`config.mk`:
```
export PLATFORM = sky130hd
export DESIGN_NAME = rc4_key_search_ctrl
export DESIGN_NICKNAME = d
export VERILOG_FILES = /design/src/rtl/rc4_key_search_pkg.sv /design/src/rtl/rc4_key_search_slot.sv /design/src/rtl/rc4_key_search_ctrl.sv
export SDC_FILE = /design/constraint.sdc
export NUM_CORES = 1
export LEC_CHECK = 0
export ABC_AREA = 1
export CAP_MARGIN = 20
export CORE_MARGIN = 2
export CORE_UTILIZATION = 53
export CTS_CLUSTER_SIZE = 12
export DETAILED_ROUTE_END_ITERATION = 12
export GPL_ROUTABILITY_DRIVEN = 1
export GPL_TIMING_DRIVEN = 0
export MAX_ROUTING_LAYER = met4
export PLACE_DENSITY = 0.8
export SYNTH_ARGS = -nofsm -noshare
export SYNTH_HDL_FRONTEND = slang
export SYNTH_SLANG_ARGS = --single-unit
```
`constraint.sdc`:
```
create_clock -name clk_i -period 2.5 [get_ports clk_i]
set_clock_uncertainty 0.2 [all_clocks]
set_input_delay 0.25 -clock clk_i [delete_from_list [all_inputs] [get_ports clk_i]]
set_output_delay 0.25 -clock clk_i [all_outputs]
set_load 0.005 [all_outputs]
```
`src/rtl/rc4_key_search_pkg.sv`:
```
// rc4_key_search_pkg: shared state encoding and default sizing for the key-search dispatcher.
package rc4_key_search_pkg;
  typedef enum logic [1:0] {IDLE, RUN, FOUND, EXHAUSTED} state_t;
  localparam int DEF_KEY_W = 24;
  localparam int DEF_KEY_LIMIT = 2**22;
endpackage

```
`src/rtl/rc4_key_search_slot.sv`:
```
// rc4_key_search_slot: busy flag and last launched key for one arcfour core.
module rc4_key_search_slot
  import rc4_key_search_pkg::*;
#(
  parameter int KEY_W = DEF_KEY_W
) (
  input  logic             clk_i,
  input  logic             reset_ni,
  input  logic             launch_i,
  input  logic             done_i,
  input  logic             clear_i,
  input  logic [KEY_W-1:0] key_i,
  output logic             busy_o,
  output logic [KEY_W-1:0] key_o
);
  logic             busy_q;
  logic [KEY_W-1:0] key_q;
  always_ff @(posedge clk_i) begin
    if (!reset_ni) begin
      busy_q <= 1'b0;
      key_q  <= '0;
    end else begin
      busy_q <= clear_i ? 1'b0 : launch_i ? 1'b1 : done_i ? 1'b0 : busy_q;
      if (launch_i && !clear_i) key_q <= key_i;
    end
  end
  assign busy_o = busy_q;
  assign key_o  = key_q;
endmodule

```
`src/rtl/rc4_key_search_ctrl.sv`:
```
// rc4_key_search_ctrl: hands candidate keys to idle arcfour cores and latches the first success.
module rc4_key_search_ctrl
  import rc4_key_search_pkg::*;
#(
  parameter int NUM_CORES = 2,
  parameter int KEY_W     = DEF_KEY_W,
  parameter int KEY_LIMIT = DEF_KEY_LIMIT,
  parameter int CNT_W     = $clog2(KEY_LIMIT + 1)
) (
  input  logic                       clk_i,
  input  logic                       reset_ni,
  input  logic                       start_i,
  input  logic                       stop_i,
  output logic [NUM_CORES-1:0]       core_start_o,
  output logic [NUM_CORES*KEY_W-1:0] core_key_o,
  output logic                       core_abort_o,
  input  logic [NUM_CORES-1:0]       core_done_i,
  input  logic [NUM_CORES-1:0]       core_success_i,
  output logic                       busy_o,
  output logic                       found_o,
  output logic                       exhausted_o,
  output logic [KEY_W-1:0]           found_key_o,
  output logic [CNT_W-1:0]           keys_tried_o
);
  localparam int IDX_W = NUM_CORES > 1 ? $clog2(NUM_CORES) : 1;
  localparam logic [CNT_W-1:0] LIMIT = CNT_W'(KEY_LIMIT);

  state_t                 state_q;
  logic [CNT_W-1:0]       next_key_q, keys_tried_q;
  logic [NUM_CORES-1:0]   core_start_q;
  logic                   core_abort_q, found_q, exhausted_q;
  logic [KEY_W-1:0]       found_key_q;

  logic [NUM_CORES-1:0]   slot_busy, acc, hits, launch_vec;
  logic [KEY_W-1:0]       slot_key [NUM_CORES];
  logic [IDX_W-1:0]       idle_idx, win_idx;
  logic                   idle_any, run, go, halt, succ, have_keys, launch_en, clear;
  logic [CNT_W-1:0]       done_cnt;
  logic [KEY_W-1:0]       launch_key;

  always_comb begin
    acc      = core_done_i & slot_busy;
    hits     = acc & core_success_i;
    idle_any = 1'b0;
    idle_idx = '0;
    win_idx  = '0;
    done_cnt = '0;
    for (int i = NUM_CORES - 1; i >= 0; i--) begin
      if (!slot_busy[i]) begin
        idle_any = 1'b1;
        idle_idx = IDX_W'(i);
      end
      if (hits[i]) win_idx = IDX_W'(i);
      done_cnt = done_cnt + CNT_W'(acc[i]);
    end
    run       = state_q == RUN;
    go        = !run && start_i && !stop_i;
    halt      = run && stop_i;
    succ      = run && !stop_i && |hits;
    have_keys = next_key_q != LIMIT;
    // Starting a search always lands on slot 0 because every slot is idle outside RUN.
    launch_en  = go || (run && !stop_i && !succ && have_keys && idle_any);
    launch_vec = NUM_CORES'(launch_en) << idle_idx;
    launch_key = go ? '0 : KEY_W'(next_key_q);
    clear      = halt || succ;
  end

  for (genvar g = 0; g < NUM_CORES; g++) begin : g_slot
    rc4_key_search_slot #(.KEY_W(KEY_W)) u_slot (
      .clk_i    (clk_i),
      .reset_ni (reset_ni),
      .launch_i (launch_vec[g]),
      .done_i   (acc[g]),
      .clear_i  (clear),
      .key_i    (launch_key),
      .busy_o   (slot_busy[g]),
      .key_o    (slot_key[g])
    );
    assign core_key_o[g*KEY_W +: KEY_W] = slot_key[g];
  end

  always_ff @(posedge clk_i) begin
    if (!reset_ni) begin
      state_q      <= IDLE;
      next_key_q   <= '0;
      keys_tried_q <= '0;
      core_start_q <= '0;
      core_abort_q <= 1'b0;
      found_q      <= 1'b0;
      exhausted_q  <= 1'b0;
      found_key_q  <= '0;
    end else begin
      core_start_q <= launch_vec;
      core_abort_q <= clear;
      if (launch_en) next_key_q <= go ? CNT_W'(1) : next_key_q + CNT_W'(1);
      if (go) begin
        state_q      <= RUN;
        keys_tried_q <= '0;
        found_q      <= 1'b0;
        exhausted_q  <= 1'b0;
        found_key_q  <= '0;
      end else if (halt) begin
        state_q <= IDLE;
      end else if (run) begin
        keys_tried_q <= keys_tried_q + done_cnt;
        if (succ) begin
          state_q     <= FOUND;
          found_q     <= 1'b1;
          found_key_q <= slot_key[win_idx];
        end else if (!have_keys && slot_busy == '0) begin
          state_q     <= EXHAUSTED;
          exhausted_q <= 1'b1;
        end
      end
    end
  end

  assign core_start_o = core_start_q;
  assign core_abort_o = core_abort_q;
  assign busy_o       = state_q == RUN;
  assign found_o      = found_q;
  assign exhausted_o  = exhausted_q;
  assign found_key_o  = found_key_q;
  assign keys_tried_o = keys_tried_q;
endmodule
```
==> flow_summary.toml <==
[run_status]
status = "finished, final reports clean"

[synth]
synthSimpleGateAreaFrac_pct = 35.75
synth_area_um2 = 6070
synth_top_family_by_area = "simple AND/OR/NAND/NOR gates"
synth_compound_area_share_pct = 11.34
yosys.area_share.xor_xnor_pct = 1.299
synth_flop_cell = "dfxtp_1"
synth_cell_types = 33
synth_edf_count = 0
synth_cells = 907
synthAdderAreaFrac_pct = 0.9483
ys_seq_area_share_pct = 40.90
synthMuxAreaShare_pct = 0
syn_avg_cell_area_um2 = 6.692
yosysWarnings = 0
synthArstFlopShare_pct = 0
synth_seq_cells = 124

[setup_path]
crit_slowest_cell = "nor2_1"
worstPathRequired_ps = 2660
critical-path-max-stage-delay_ps = 580
critPathArrivalTime_ps = 2480
cpLargestDelayFamily = "simple AND/OR/NAND/NOR gates"
critPathKind = "flip-flop to flip-flop"
critPathMaxFanout = 10
path_cells = "inv_2 > nor2_4 > nor2_2 > nor2_1 > clkbuf_1 > o211ai_1 > inv_1"
endpoint_kind = "flip-flop"
startpoint_type = "flip-flop"
crit_buf_inv = 3

[global_route]
grt_max_degree = 17
overflow = 0
antenna_found_initial = 0
grt_usage_pct = 29.31
grt_pass1_vias = 5780
grt_pass1_wl_mm = 28.15

[pwr]
power.density_nw_per_um2 = 590.0
p_leak_nw = 2.968
vdd_drop_max_v = 0.0005839

[worst_hold_path]
holdCritPathClass = "flip-flop to flip-flop"

[sta]
tns_ps = 0
slew_headroom_pct = 51.34
hold_violations = 0
finalCritPeriodShare_pct = 92.55
fmax_mhz = 432.2
slew_viol_final = 0
worst_pin_slew_ps = 727.2
min_period_ps = 2314
rsz0062_at_grt = "no"
setup_viol = 0

[floorplan]
die_h_um = 111.0
initial_core_util_pct = 53.85
design.die.area_um2 = 12320
core_area_um2 = 11270
pin_count = 109
rows = 39
die_x_um = 111.0

[detailed_routing]
wl_per_cell_um = 14.52
wl_mm = 17.23
dr.pass1.iters = 7
route.vias.total = 6402
drc = 0
via_per_inst = 5.393
ant_nets = 0
drt_iter0_drc = 596

[cells_and_area]
insertedDiodeCount = 0
syn_to_final_growth_pct = 29.38
post-route-util_pct = 69.66
drive_gt1_share_pct = 6.418
final_area_um2 = 7853
final_nets = 1045

[clock_tree]
numClockSinks = 124
htreeDepth = 4
hold_buffers = 0
clock-root-buffer = "clkbuf_16"
clock_latency_ps = 420
clk_pin_slew_worst_paths_ps = 50
cts_max_path_buffers = 2
cts_tree = "yes"
cts_buffers = 17

[place]
dpl_cell_area_um2 = 7307
hpwl_mm = 12.68
io_buffers = 105
place_congestion = 0.9315

[flow_run]
maxCapViolCount = 0
==> sequential cells by signal, summed over array words and instances, names as in the netlist <==
name,count
keys_tried_o,23
g_slot.u_slot.busy_o,2
core_abort_o,1
core_start_o,2
exhausted_o,1
found_key_o,23
next_key_q,23
found_o,1
state_q,2
g_slot.u_slot.key_o,46
==> logic make-up after synthesis <==
kind of cell / Yosys count
compound gates: 125
xor+xnor: 9
fa+ha+maj: 4
buf+inv: 133
flops: 124
other cells: 1
simple gates: 511
==> synthesized netlist by cell type (12+ instances only) <==
cell type | instances | area share [%]
inv_1 | 84 | 5.2
dfxtp_1 | 124 | 41
nand4_1 | 17 | 1.8
nor3_1 | 12 | 0.99
nand2_1 | 252 | 16
clkbuf_1 | 22 | 1.4
o21ai_0 | 16 | 1.3
o211ai_1 | 23 | 2.8
nand3_1 | 94 | 7.8
a21oi_1 | 84 | 6.9
nor2_1 | 120 | 7.4
==> layout by cell type, fill, tap and decap left out, types with 3 or more instances in the layout <==
master	instances
clkinvlp_4	3
clkbuf_1	24
inv_2	4
ha_1	3
clkinv_2	3
nor2_1	118
o21ai_0	16
nor3_1	12
buf_6	7
inv_1	84
buf_4	7
o211ai_1	23
clkbuf_8	5
xor2_1	7
a21oi_1	84
nand4_1	17
nor2_2	5
nand2_4	3
conb_1	3
nand3_1	94
buf_2	5
clkbuf_16	17
clkdlybuf4s50_1	105
nand2_1	252
dfxtp_1	123
==> final cells by class <==
class | instances | area [um2]
inverters | 90 | 342.8
repair buffers | 105 | 1051
flip-flops and latches | 124 | 2484
clock inverters | 6 | 37.54
multi-input cells | 652 | 3010
clock buffers | 24 | 501.7
plain buffers | 43 | 246.5
well taps | 143 | 178.9
fillers | 996 | 3420
==> worst register-to-register path, cell delays in order, from the launching register on <==
cell      delay, ps
dfxtp_1         340
inv_2            60
nor2_4          140
nor2_2          120
nor2_1          580
clkbuf_1        550
o211ai_1        190
inv_1            90
==> layer usage <==
layer  track usage, %  up-vias  share of wire (%)
li1                 -     3182                  -
met1            36.09     2953                 44
met2            46.87      239                 47
met3            7.272       28                6.5
met4            11.03        0                2.3
met5                -        -                  0
==> power breakdown <==
part	internal, mW	leakage, nW	switching, mW
clock	1.38	0.260	0.857
combinational	0.138	1.71	0.226
sequential	2.01	1.00	0.0261
total	3.52	2.97	1.11
==> worst paths after layout <==
path / from / cells past startpoint / slack (ps) / to
worst max-delay path: state_q[0] / 7 / 190 / found_key_o[21]
worst min-delay path: g_slot[0].u_slot.key_o[13] / 2 / 280 / g_slot[0].u_slot.key_o[13]
worst max register to register: state_q[0] / 7 / 190 / found_key_o[21]
worst min register to register: g_slot[0].u_slot.key_o[13] / 2 / 280 / g_slot[0].u_slot.key_o[13]
==> stage by stage <==
| stage | hold slack, ps | std cells | power (mW) | setup slack (ps) |
|---|---|---|---|---|
| after global routing | 306.4 | 1187 | 4.790 | 37.66 |
| after CTS | 279.9 | 1187 | 4.652 | 123.3 |
| after detailed placement | 273.7 | 1157 | 2.433 | -177.7 |
| after global placement | 251.5 | 1157 | 2.430 | -170.4 |
| after floorplan | 188.4 | 909 | 2.296 | 496.6 |
| final | 277.5 | 1187 | 4.633 | 186.3 |
==> what timing repair did <==
action,CTS,global route
setup buffers,0,0
gates resized for setup,0,3
setup endpoints to repair,0,7
Note: power is estimated with default switching activity, not from simulation.
